File: src/rtl/tqv_bus_pkg.sv
// tqv_bus_pkg: size encodings, FSM states and command helpers for the TinyQV bus initiator
package tqv_bus_pkg;
  localparam logic [1:0] SZ_BYTE = 2'b00;
  localparam logic [1:0] SZ_HALF = 2'b01;
  localparam logic [1:0] SZ_WORD = 2'b10;
  localparam logic [1:0] SZ_NONE = 2'b11;
  typedef enum logic [2:0] {IDLE, WRITE, READ, COMPLETE, RESP} state_t;
  function automatic logic [31:0] size_mask(input logic [1:0] size);
    return size == SZ_BYTE ? 32'h0000_00ff : size == SZ_HALF ? 32'h0000_ffff : 32'hffff_ffff;
  endfunction
  function automatic logic bad_cmd(input logic [1:0] size, input logic [1:0] low);
    return size == SZ_NONE || (size == SZ_HALF && low[0]) || (size == SZ_WORD && low != 2'b00);
  endfunction
endpackage

File: src/rtl/tqv_bus_timeout.sv
// tqv_bus_timeout: loadable down-counter whose expiry flag bounds a bus wait
module tqv_bus_timeout #(
  parameter int CYCLES = 255
) (
  input  logic clk,
  input  logic rst,
  input  logic load,
  input  logic en,
  output logic expired
);
  logic [15:0] count;
  assign expired = count == '0;
  always_ff @(posedge clk) begin
    if (rst) count <= '0;
    else if (load) count <= 16'(CYCLES - 1);
    else if (en && !expired) count <= count - 16'd1;
  end
endmodule

File: src/rtl/tqv_bus_initiator.sv
// tqv_bus_initiator: valid/ready command stream to TinyQV peripheral bus master.
// Define TQV_BUS_INIT_TIMEOUT_EN to abort transactions that never see data_ready.
module tqv_bus_initiator
  import tqv_bus_pkg::*;
#(
  parameter int TIMEOUT_CYCLES = 255,
  parameter int ADDR_W = 11
) (
  input  logic              clk,
  input  logic              rst,
  input  logic              cmd_valid,
  output logic              cmd_ready,
  input  logic              cmd_write,
  input  logic [1:0]        cmd_size,
  input  logic [ADDR_W-1:0] cmd_addr,
  input  logic [31:0]       cmd_wdata,
  output logic              rsp_valid,
  input  logic              rsp_ready,
  output logic [31:0]       rsp_rdata,
  output logic              rsp_err,
  output logic [ADDR_W-1:0] addr_out,
  output logic [31:0]       data_out,
  output logic [1:0]        data_write_n,
  output logic [1:0]        data_read_n,
  input  logic [31:0]       data_in,
  input  logic              data_ready,
  output logic              data_read_complete
);
  state_t state, next_state;
  logic [1:0] size, bus_size;
  logic accept, bad, done, expired, err_next;
  logic [31:0] rdata_next;
  assign accept = cmd_valid && cmd_ready;
  assign bad = bad_cmd(cmd_size, cmd_addr[1:0]);
  assign done = data_ready || expired;
  assign bus_size = accept ? cmd_size : size;
`ifdef TQV_BUS_INIT_TIMEOUT_EN
  tqv_bus_timeout #(.CYCLES(TIMEOUT_CYCLES)) u_timeout (
    .clk(clk),
    .rst(rst),
    .load(accept),
    .en(state == WRITE || state == READ),
    .expired(expired)
  );
`else
  assign expired = 1'b0 && (TIMEOUT_CYCLES > 0);
`endif
  always_comb begin
    next_state = state;
    err_next = rsp_err;
    rdata_next = rsp_rdata;
    case (state)
      IDLE: if (accept) begin
        next_state = bad ? RESP : cmd_write ? WRITE : READ;
        err_next = bad;
        rdata_next = '0;
      end
      WRITE: if (done) begin
        next_state = RESP;
        err_next = !data_ready;
      end
      READ: if (done) begin
        next_state = COMPLETE;
        err_next = !data_ready;
        rdata_next = data_ready ? data_in & size_mask(size) : '0;
      end
      COMPLETE: next_state = RESP;
      RESP: if (rsp_ready) next_state = IDLE;
      default: next_state = IDLE;
    endcase
  end
  // Outputs are registered from the next state so each one is glitch-free and aligned with state
  always_ff @(posedge clk) begin
    if (rst) begin
      state <= IDLE;
      size <= SZ_NONE;
      cmd_ready <= 1'b0;
      rsp_valid <= 1'b0;
      rsp_err <= 1'b0;
      rsp_rdata <= '0;
      addr_out <= '0;
      data_out <= '0;
      data_write_n <= SZ_NONE;
      data_read_n <= SZ_NONE;
      data_read_complete <= 1'b0;
    end else begin
      state <= next_state;
      cmd_ready <= next_state == IDLE;
      rsp_valid <= next_state == RESP;
      rsp_err <= err_next;
      rsp_rdata <= rdata_next;
      data_read_complete <= next_state == COMPLETE;
      data_write_n <= next_state == WRITE ? bus_size : SZ_NONE;
      data_read_n <= next_state == READ ? bus_size : SZ_NONE;
      if (accept && !bad) begin
        size <= cmd_size;
        addr_out <= cmd_addr;
        data_out <= cmd_wdata;
      end
    end
  end
endmodule

File: config.mk
export PLATFORM = sky130hd
export DESIGN_NAME = tqv_bus_initiator
export DESIGN_NICKNAME = d
export VERILOG_FILES = /design/src/rtl/tqv_bus_pkg.sv /design/src/rtl/tqv_bus_timeout.sv /design/src/rtl/tqv_bus_initiator.sv
export SDC_FILE = /design/constraint.sdc
export NUM_CORES = 1
export LEC_CHECK = 0
export BUFFER_PORTS_ARGS = -buffer_cell sky130_fd_sc_hd__clkbuf_2
export CAP_MARGIN = 20
export CORE_UTILIZATION = 51
export DETAILED_ROUTE_END_ITERATION = 7
export HOLD_SLACK_MARGIN = 0.15
export PLACE_DENSITY_LB_ADDON = 0.3
export SLEW_MARGIN = 10
export SYNTH_ARGS = -nofsm -noshare
export SYNTH_HDL_FRONTEND = slang
export SYNTH_SLANG_ARGS = --single-unit
export TNS_END_PERCENT = 1
File: constraint.sdc
create_clock -name clk -period 4.8 [get_ports clk]
set_clock_uncertainty 0.15 [all_clocks]
set_input_delay 0.72 -clock clk [delete_from_list [all_inputs] [get_ports clk]]
set_output_delay 0.72 -clock clk [all_outputs]
set_load 0.1 [all_outputs]
# Yosys cells after proc, flatten, opt, wreduce, memory -nomap -nowiden
# Cells that the tools add are included.
[op_classes]
addsub = 0
multipliers = 0
div = 0
order_cmp = 0
n_eq_ne = 15
shifts = 0
mux = 16
bitwise = 3
reduce_logical = 19
[op_table]
columns = ["cell", "n"]
rows = [
  ["$mux 32", 4],
  ["$pmux 32 s2", 1],
  ["$and 32x32->32", 1],
  ["$mux 3", 5],
  ["$pmux 3 s5", 1],
  ["$eq 3x2->1 const B", 4],
  ["$eq 3x1->1 const B", 2],
  ["$eq 3x3->1 const B", 2],
  ["$logic_not 3->1", 2],
  ["$reduce_and 3->1", 2],
  ["$reduce_bool 2->1", 3],
  ["$reduce_or 2->1", 3],
  ["$eq 2x1->1 const B", 2],
  ["$eq 2x2->1 const B", 2],
  ["$logic_and 1x1->1", 4],
  ["$mux 2", 2],
  ["$ne 2x2->1 const B", 2],
  ["$logic_not 1->1", 2],
  ["$logic_not 2->1", 1],
  ["$logic_or 1x1->1", 2],
  ["$mux 1", 2],
  ["$ne 2x1->1 const B", 1],
  ["$not 1->1", 2],
  ["$pmux 1 s2", 1],
]
[word_totals]
register_bits = 88
latchBits = 0
mem_bits_rw = 0
rom_bits = 0
inputBits = 83
output_inout_bits = 83
elab_cells = 64
mem_count = 0

# Longest topological paths before layout
# Gate-level depths: netlist (run 1).
[depth]
word_depth = 10
mapped_depth = 6
ltp_nobuf = 3

# Worst setup path after synthesis (run 1)
# No wires, ideal clock.
[synth_timing]
kind = "register to register"
startpoint = "register cmd_ready"
endpoint = "register addr_out[0]"
setup_ns = 0.072
t_arrival_ns = 1.917
required_time_ns = 4.578
path_slack_ns = 2.661
stages_incl_launch_ff = 6
path_buffers = 2
period_less_slack_ns = 2.139
cell_sequence = "dfxtp_1 nand2_1 a21oi_2 buf_6 buf_12 mux2i_1"
[synth_via]
elab_chain_cells = 2
[synth_lines]
columns = ["element", "line", "source"]
rows = [
  ["from (decl)", "tqv_bus_initiator.sv:12", "output logic cmd_ready,"],
  ["from (signal assigned)", "tqv_bus_initiator.sv:77", "cmd_ready <= 1'b0;"],
  ["from (signal assigned)", "tqv_bus_initiator.sv:88", "cmd_ready <= next_state == IDLE;"],
  ["$logic_and 1x1->1", "tqv_bus_initiator.sv:33", "assign accept = cmd_valid && cmd_ready;"],
  ["$logic_and 1x1->1", "tqv_bus_initiator.sv:95", "if (accept && !bad) begin"],
  ["to (signal assigned)", "tqv_bus_initiator.sv:97", "addr_out <= cmd_addr;"],
  ["to (decl)", "tqv_bus_initiator.sv:21", "output logic [ADDR_W-1:0] addr_out,"],
]
# Every way passes these cells.
# A chain may end at the register's enable or synchronous reset.

# Final worst setup path (run 1)
[layout_timing]
startpoint = "input port cmd_addr[0]"
endpoint = "register data_out[9]"
[layout_via]
elab_chain_cells = 5
elab_cells_between_ends = 7
classes_between = "reduce/logical: 7"
[layout_lines]
columns = ["element", "line", "source"]
rows = [
  ["from (decl)", "tqv_bus_initiator.sv:15", "input logic [ADDR_W-1:0] cmd_addr,"],
  ["$reduce_bool 2->1 / $logic_and 1x1->1 (equally long branches)", "tqv_bus_pkg.sv:12", "return size == SZ_NONE || (size == SZ_HALF && low[0]) || (size == SZ_WORD && low != 2'b00);"],
  ["$logic_and 1x1->1 / $logic_or 1x1->1 (equally long branches)", "tqv_bus_pkg.sv:12", ""],
  ["$logic_or 1x1->1 (*)", "tqv_bus_pkg.sv:12", ""],
  ["$logic_not 1->1 (*)", "tqv_bus_initiator.sv:95", ""],
  ["$logic_and 1x1->1 (*)", "tqv_bus_initiator.sv:95", ""],
  ["to (signal assigned)", "tqv_bus_initiator.sv:98", "data_out <= cmd_wdata;"],
  ["to (decl)", "tqv_bus_initiator.sv:22", "output logic [31:0] data_out,"],
]
# Every way passes the cells marked *; elsewhere a longest branch is shown, timed or not.

==> results of run 1 <==
[area by class of cell]
| class | instances | area [um2] |
|---|---|---|
| flip-flops and latches | 88 | 1762 |
| multi-input cells | 272 | 1714 |
| clock buffers | 10 | 137.6 |
| inverters | 4 | 16.27 |
| clock inverters | 6 | 66.31 |
| fillers | 644 | 2531 |
| repair buffers | 170 | 863.3 |
| well taps | 99 | 123.9 |
[tightest hold or removal path, cell delays in order, from the launching register on]
cell and delay, ns:
dfxtp_1 0.31, nand2_1 0.05, mux2i_1 0.05
[power breakdown]
group	total, uW	leakage [uW]	internal (uW)	switching, uW
combinational	290	0.00141	78.6	212
sequential	764	0.000712	749	15.3
clock	519	0.000107	257	262
[registers in the layout, indices dropped and copies added (netlist names)]
name	flops
data_out	32
rsp_rdata	32
addr_out	11
state	3
data_read_n	2
data_write_n	2
size	2
cmd_ready	1
data_read_complete	1
rsp_err	1
rsp_valid	1
[through the flow]
| stage | total power (uW) | utilization [%] | setup WS (ns) |
|---|---|---|---|
| 5_1_grt | 1641 | 64.92 | 2.208 |
| 4_1_cts | 1590 | 64.92 | 2.310 |
| 2_1_floorplan | 1024 | - | 2.661 |
| 3_3_place_gp | 1069 | 62.09 | 2.018 |
| 3_5_place_dp | 1072 | 62.09 | 1.915 |
| 6_report | 1573 | 64.92 | 2.309 |
[cell usage after synthesis]
master    number  area, um2
a211oi_2       1      12.51
a21o_1         1      7.510
a21o_2         1      8.760
a21oi_1        6      30.03
a21oi_2        1      8.760
a221o_1        1      10.01
a31oi_1        2      12.51
and2_1         1      6.260
and3_1         2      12.51
and3b_1        1      8.760
buf_1          3      11.26
buf_12         7      140.1
buf_2          5      25.02
buf_4          2      15.01
buf_6          6      67.56
clkbuf_1       9      33.78
dfxtp_1       88       1762
inv_1          4      15.01
mux2i_1       77      770.7
nand2_1      128      480.5
nand3_1       24      120.1
nand3b_1       1      7.510
nand4_1        1      6.260
nor2_1         3      11.26
nor2b_1        1      6.260
nor3_1         1      5.000
nor4b_4        1      23.77
o2111a_1       1      11.26
o211a_1        1      10.01
o211ai_1       5      37.54
o21a_1         2      15.01
o21ai_0        1      5.000
o21ai_4        1      16.27
or2_1          1      6.260
or2_2          1      6.260
or3_4          1      11.26
or3b_2         1      8.760
or4_1          1      7.510
or4b_4         1      13.76
xor2_1         1      8.760
[per-layer routing]
layer  global-route usage [%]  routed length [um]
met1                    23.89                3574
met2                    37.49                4075
met3                    6.126                 583
met4                    10.41                 176
met5                        0                   0
[cells in the final DEF, fill, tap and decap left out, types with 2 or more instances in the layout]
cell,synthesis,layout
clkbuf_2,0,165
nand2_1,128,128
dfxtp_1,88,88
mux2i_1,77,77
nand3_1,24,24
clkbuf_8,0,10
a21oi_1,6,6
o211ai_1,5,5
buf_4,2,5
nor2_1,3,3
clkinv_2,0,3
inv_1,4,3
o21a_1,2,2
and3_1,2,2
a31oi_1,2,2
clkinv_4,0,2
[worst max path at each step]
| stage | end | slack [ns] | depth (start not counted) |
|---|---|---|---|
| floorplan | addr_out[0] | 2.66 | 5 |
| global placement | data_out[0] | 2.02 | 5 |
| detailed placement | data_out[9] | 1.91 | 5 |
| CTS | data_out[9] | 2.31 | 5 |
| global route | data_out[4] | 2.21 | 5 |
| finish | data_out[9] | 2.31 | 5 |
[kinds of logic (layout without fill, tap and decap cells)]
kind of cell / after synthesis / count (layout) / share of synthesized area, %
multiplexers: 77 / 77 / 20.41
XOR/XNOR: 1 / 1 / 0.2320
AND/OR/NAND/NOR: 170 / 170 / 19.65
AO/OA/AOI/OAI: 24 / 24 / 4.904
flip-flops: 88 / 88 / 46.65
buffers and inverters: 36 / 190 / 8.150
==> out/results.txt, run 1 <==
On the final layout, the worst hold slack is 0.3095 ns. With fillers left out, the area of the finished cells amounts to 4683 um2. The worst setup path startpoint was cmd_addr[0]. After detailed placement, the design holds a cell count of 633. Once placement finished, the instance area stood at 4479 um2.

The post-synthesis instance area came out at 3776 um2. The maximum clock rate is 0.4014 GHz. The number of global-route vias before repair is 2937. The core outline area is 7214 um2, and the leakage power figure is 0.002231 uW. The synthesized design contains 88 register bits. Synthesis produced a netlist whose cell count is 396. Proportion of synthesized chip area in sequential cells: 46.65%. The final max-slew violation count was 0; the clock sink total was 88. The final estimated routing congestion in global placement was 0.9266; the maximum vdd drop was 0.0001654 V. The signal on the critical path passes through clkbuf_2 -> or3_4 -> a21oi_4 -> buf_4 -> mux2i_1. The clock tree synthesis step divided the H-tree into 3 levels. The number of nets produced by synthesis was 479. After detailed routing, the number of vias per cell comes to 4.877. Grouping stages by cell kind, the critical path spends the most delay in compound AO/OA/AOI/OAI gates. The sink of the worst hold path is data_out[2]. The worst register-to-register path begins at cmd_ready. The y dimension of the die is 88.05 um, and the largest net degree at the start of global routing is 112. For this design the top-level I/O count stands at 166. For the site row count, the log shows 31.

The number of antenna violations at the first check in global routing was 0. Setup total negative slack on the finished layout was measured at 0 ns. The flow ran to the end, and the final reports show no timing, DRC or antenna violations. Headroom to the max-slew limit: 31.90%. For this run, the slowest stage of the critical path takes 0.67 ns.

Setup repair after global routing left no endpoint under its margin. Type of the worst setup path: in2reg. The root buffer cell chosen for the clock tree is clkbuf_8. The first global-routing pass estimated 12840 um of wire.

Sum of buffers and inverters on the critical path: 2. The clock transition at the register clock pins on the worst setup and hold paths after CTS works out to 0.08 ns. The slowest cell on the critical path was a21oi_4. The initial utilization of the core area, before any placement, comes to 52.34%.

For the pin with the worst max-slew slack, the measured transition is 1.021 ns. The average cell area after synthesis was 9.536 um2; the number of buffers inserted for hold repair after clock tree synthesis was 0. Compared with the post-synthesis result, the final layout area differs by 24.02%. The horizontal die dimension was 88.05 um; the deepest clock path buffer count was 2. The antenna violation net count after detailed routing is 0. The tools report the total inserted antenna cells as 0.

The worst path uses 51.90% of the clock period. The count of final hold-check violations came out at 0. The Yosys step of the flow raised 0 warnings.

The tools report the element type at the critical path start as an input port. The clock insertion delay at the later pin of the skew report was 0.34 ns. After clock tree synthesis, the repair step resized 0 gates. The number of clock buffers added by TritonCTS is 9. Of the cells placed in the final design, the portion with a size suffix greater than 1 is 35.64%. The worst hold path passes through 2 cells.

The run gives 4.92 ns as the worst endpoint required time. Kind of path behind the tightest hold check: reg2reg. For this block, the initial DRC count from the detailed router was 117. The worst setup path is captured at a flip-flop. After detailed routing, the total wire length is 8409 um.

Of all nets on the critical path, the largest fanout is 21. The tools report the endpoint of the most critical register-to-register path as data_out[9]. The detailed router placed 3165 vias in this run. The total global routing track utilization was 21.42%.

TritonCTS built the clock tree. The worst register-to-register path has a depth of 4. The logs give 0 for the number of maximum-capacitance constraint violations and 2.61 ns for the critical path arrival. The tools report the total grt overflow as 0. The count of endpoints failing setup in the final report was 0; the number of buffers added on ports was 165. The die covers 7752 um2. In this run the register-to-register setup slack is 2.69 ns. The netlist uses 40 different library cells. In the final design database the tool counted 628 nets. After legalization and detailed placement, the total HPWL measured 6048 um.

The DRC violation count after routing came out at 0. The routed length per instance was 12.96 um; the time the worst path needs with I/O delays and setup was 2.491 ns. The power density relative to cell area was 336.0 nW/um2. The startpoint identified for the worst hold timing path is data_out[2]. The number of setup buffers added after CTS is 0. The length of the first detailed-routing pass in iterations is 4.

The finished layout holds 649 standard cells, fillers aside.
Power figures use the tool's default switching activity.
==> run 2: changes to the inputs <==
Settings changed: CORE_UTILIZATION 51 to 47.
Clock period 4.8 ns to 2.6 ns, I/O delays scaled along.
==> out/results.txt, run 2 (synthesized netlist as in run 1, its figures left out) <==
The run finished with clean final reports. For the estimated wirelength of the detail-placed design, the log shows 6199 um. Setup repair after global routing left no endpoint under its margin. Along the worst path, the maximum fanout reaches 32.

The logs give 2126 uW for the internal power summed over all cells and 3030 uW for the post-layout total power. In the routed design, unresolved DRC markers number 0. In this run the vertical extent of the chip is 91.64 um. Compared with the post-synthesis result, the final layout area differs by 44.27%.

After detailed routing, the average wire length per cell comes to 13.91 um. The worst setup path is captured at a flip-flop. The library cell used most frequently in the layout, excluding fill and tap cells, is clkbuf_2. The power density relative to cell area was 556.2 nW/um2; the transition time of the tightest slew-check pin was 0.6846 ns. After clock tree synthesis, the repair step resized 0 gates.

The tools report the maximum clock rate as 0.5239 GHz. The run gives 726 as the number of standard cells in the layout, taps in and fillers out. For this block, the routed nets add up to 10100 um of wire. For the initial core utilization, the log shows 48.61%. In the final layout, the share of cells above drive strength 1 is 31.57%.

Buffers added to address setup during post-CTS repair amount to 0. STA puts the critical path data required time at 2.71 ns. Summing all multi-input logic gate instances after layout gives 1714 um2. The critical path arrival was 2.02 ns; the count of endpoints failing setup in the final report was 0. The leakage power figure was 0.002549 uW; the wire length of the first global-routing pass was 16200 um. Across all layers, the routed design uses 3613 vias.

The logs give 0 for the number of maximum-capacitance constraint violations and 73 for the number of buffers inserted for hold repair after clock tree synthesis. During I/O placement, the number of pins put on the boundary was 166. The element type at the critical path start was a flip-flop. The floorplan has 32 rows. The sequential cells in the finished layout cover a total of 1762 um2. The run gives 8397 um2 as the die area. The tools report the final estimated routing congestion in global placement as 0.8358. Fraction of power spent switching nets: 29.86%.

After filler insertion, the fill cell instance count of the layout stands at 611. The type of the worst setup path is reg2reg. For this design the total switching power over the nets is 904.7 uW. The tools report the portion of total power attributed to the clock network as 32.5%.

The repair_antennas step left the layout with diodes totalling 0. The share of the clock period used by the worst path is 73.41%, and the least setup slack across all paths after layout is 0.6913 ns. Number of buffers added on ports: 165. The detail route stage leaves a number of antenna-violating nets equal to 0. The total grt overflow is 0, and the pre-CTS setup slack is 0.6862 ns.

The share of total power dissipated in sequential elements is 46.5%. The count of final hold-check violations came out at 0. The library cells used most frequently in the layout, excluding fill and tap cells, are clkbuf_2 (165), nand2_1 (128), dfxtp_1 (88). The logs give 0 for the final max-slew violation count and 6 for the length of the first detailed-routing pass in iterations. The horizontal die dimension was 91.64 um.

The core outline area is 7767 um2, and the clock sink total is 88. The clock transition at the register clock pins on the worst setup and hold paths after CTS came out at 0.09 ns. At the later pin of the worst-skew pair, clock insertion delay measures 0.34 ns. The largest registers in the layout are data_out x32, rsp_rdata x32, addr_out x11. The deepest clock path buffer count came out at 2. TritonCTS built the clock tree. For the number of antenna violations at the first check in global routing, the log shows 0. For this run, the total global-route usage over all layers was measured as 24.36%.

The time the worst path needs with I/O delays and setup is 1.909 ns. Combinational logic burns 21.0% of the power. The clock tree synthesis step divided the H-tree into 3 levels. The kind of path behind the tightest hold check is in2reg.

The tree is rooted in a clkbuf_8. After the last flow step, the layout net total stands at 702. Counting the buffers created by CTS gives 9. The number of global-route vias before repair is 3530. The worst-case IR drop observed on VDD is 0.0003746 V.

The headroom to the max-slew limit came out at 54.36%. In the final timing run, aggregate negative setup slack is 0 ns. In the routed layout, each cell is associated on average with a via count of 4.977. Entering global routing, the biggest net connects 78 pins. The total placed cells including tap cells is 637, and the starting DRC count in detailed routing is 97.
-- run 2: cell count changes in the layout (fill, tap and decap cells not counted) --
| cell | before | now |
|---|---|---|
| dlygate4sd3_1 | 0 | 73 |
| clkinv_4 | 2 | 0 |
| clkbuf_8 | 10 | 12 |
| buf_12 | 0 | 1 |
-- run 2: power by group through the flow --
stage | clock network (uW) | registers [uW] | logic [uW]
after floorplan | 0 | 1670 | 225
after global placement | 0 | 1440 | 538
final | 986 | 1410 | 635
after CTS | 1020 | 1410 | 632
after detailed placement | 0 | 1440 | 544
after global routing | 1070 | 1410 | 668
-- run 2: final cells by class --
class	instances	share of cell area, %
multi-input cells	272	31.47
well taps	102	2.343
clock inverters	4	0.8957
clock buffers	12	3.032
repair buffers	244	29.63
flip-flops and latches	88	32.34
inverters	4	0.2986
-- run 2: critical path: stages (launching register included) --
cell and delay, ns:
dfxtp_1 0.47, and3b_1 0.29, o21ai_4 0.16, buf_4 0.46, mux2i_1 0.29
-- run 2: through the flow --
step	area, um2	hold WS (ns)	utilization [%]
5_1_grt	5448	0.1693	70.14
6_report	5448	0.1811	70.14
4_1_cts	5448	0.1616	70.14
2_1_floorplan	3776	0.3445	-
3_3_place_gp	4503	0.2910	57.97
3_5_place_dp	4503	0.2993	57.97
-- run 2: worst paths after layout --
check	from	end	slack (ns)	depth (start not counted)
setup / recovery	state[1]	rsp_rdata[0]	0.69	4
hold / removal	cmd_addr[1]	addr_out[1]	0.18	3
setup reg to reg	state[1]	rsp_rdata[0]	0.69	4
hold reg to reg	data_out[7]	data_out[7]	0.31	2
-- run 2: metal layers --
layer  GRT usage (%)  part of all wire, %  vias up
li1                -                    -     1772
met3           5.224                  5.2       37
met5               0                    0        -
met2           43.67                   51      141
met4           14.29                  4.1        0
met1           26.26                   40     1663
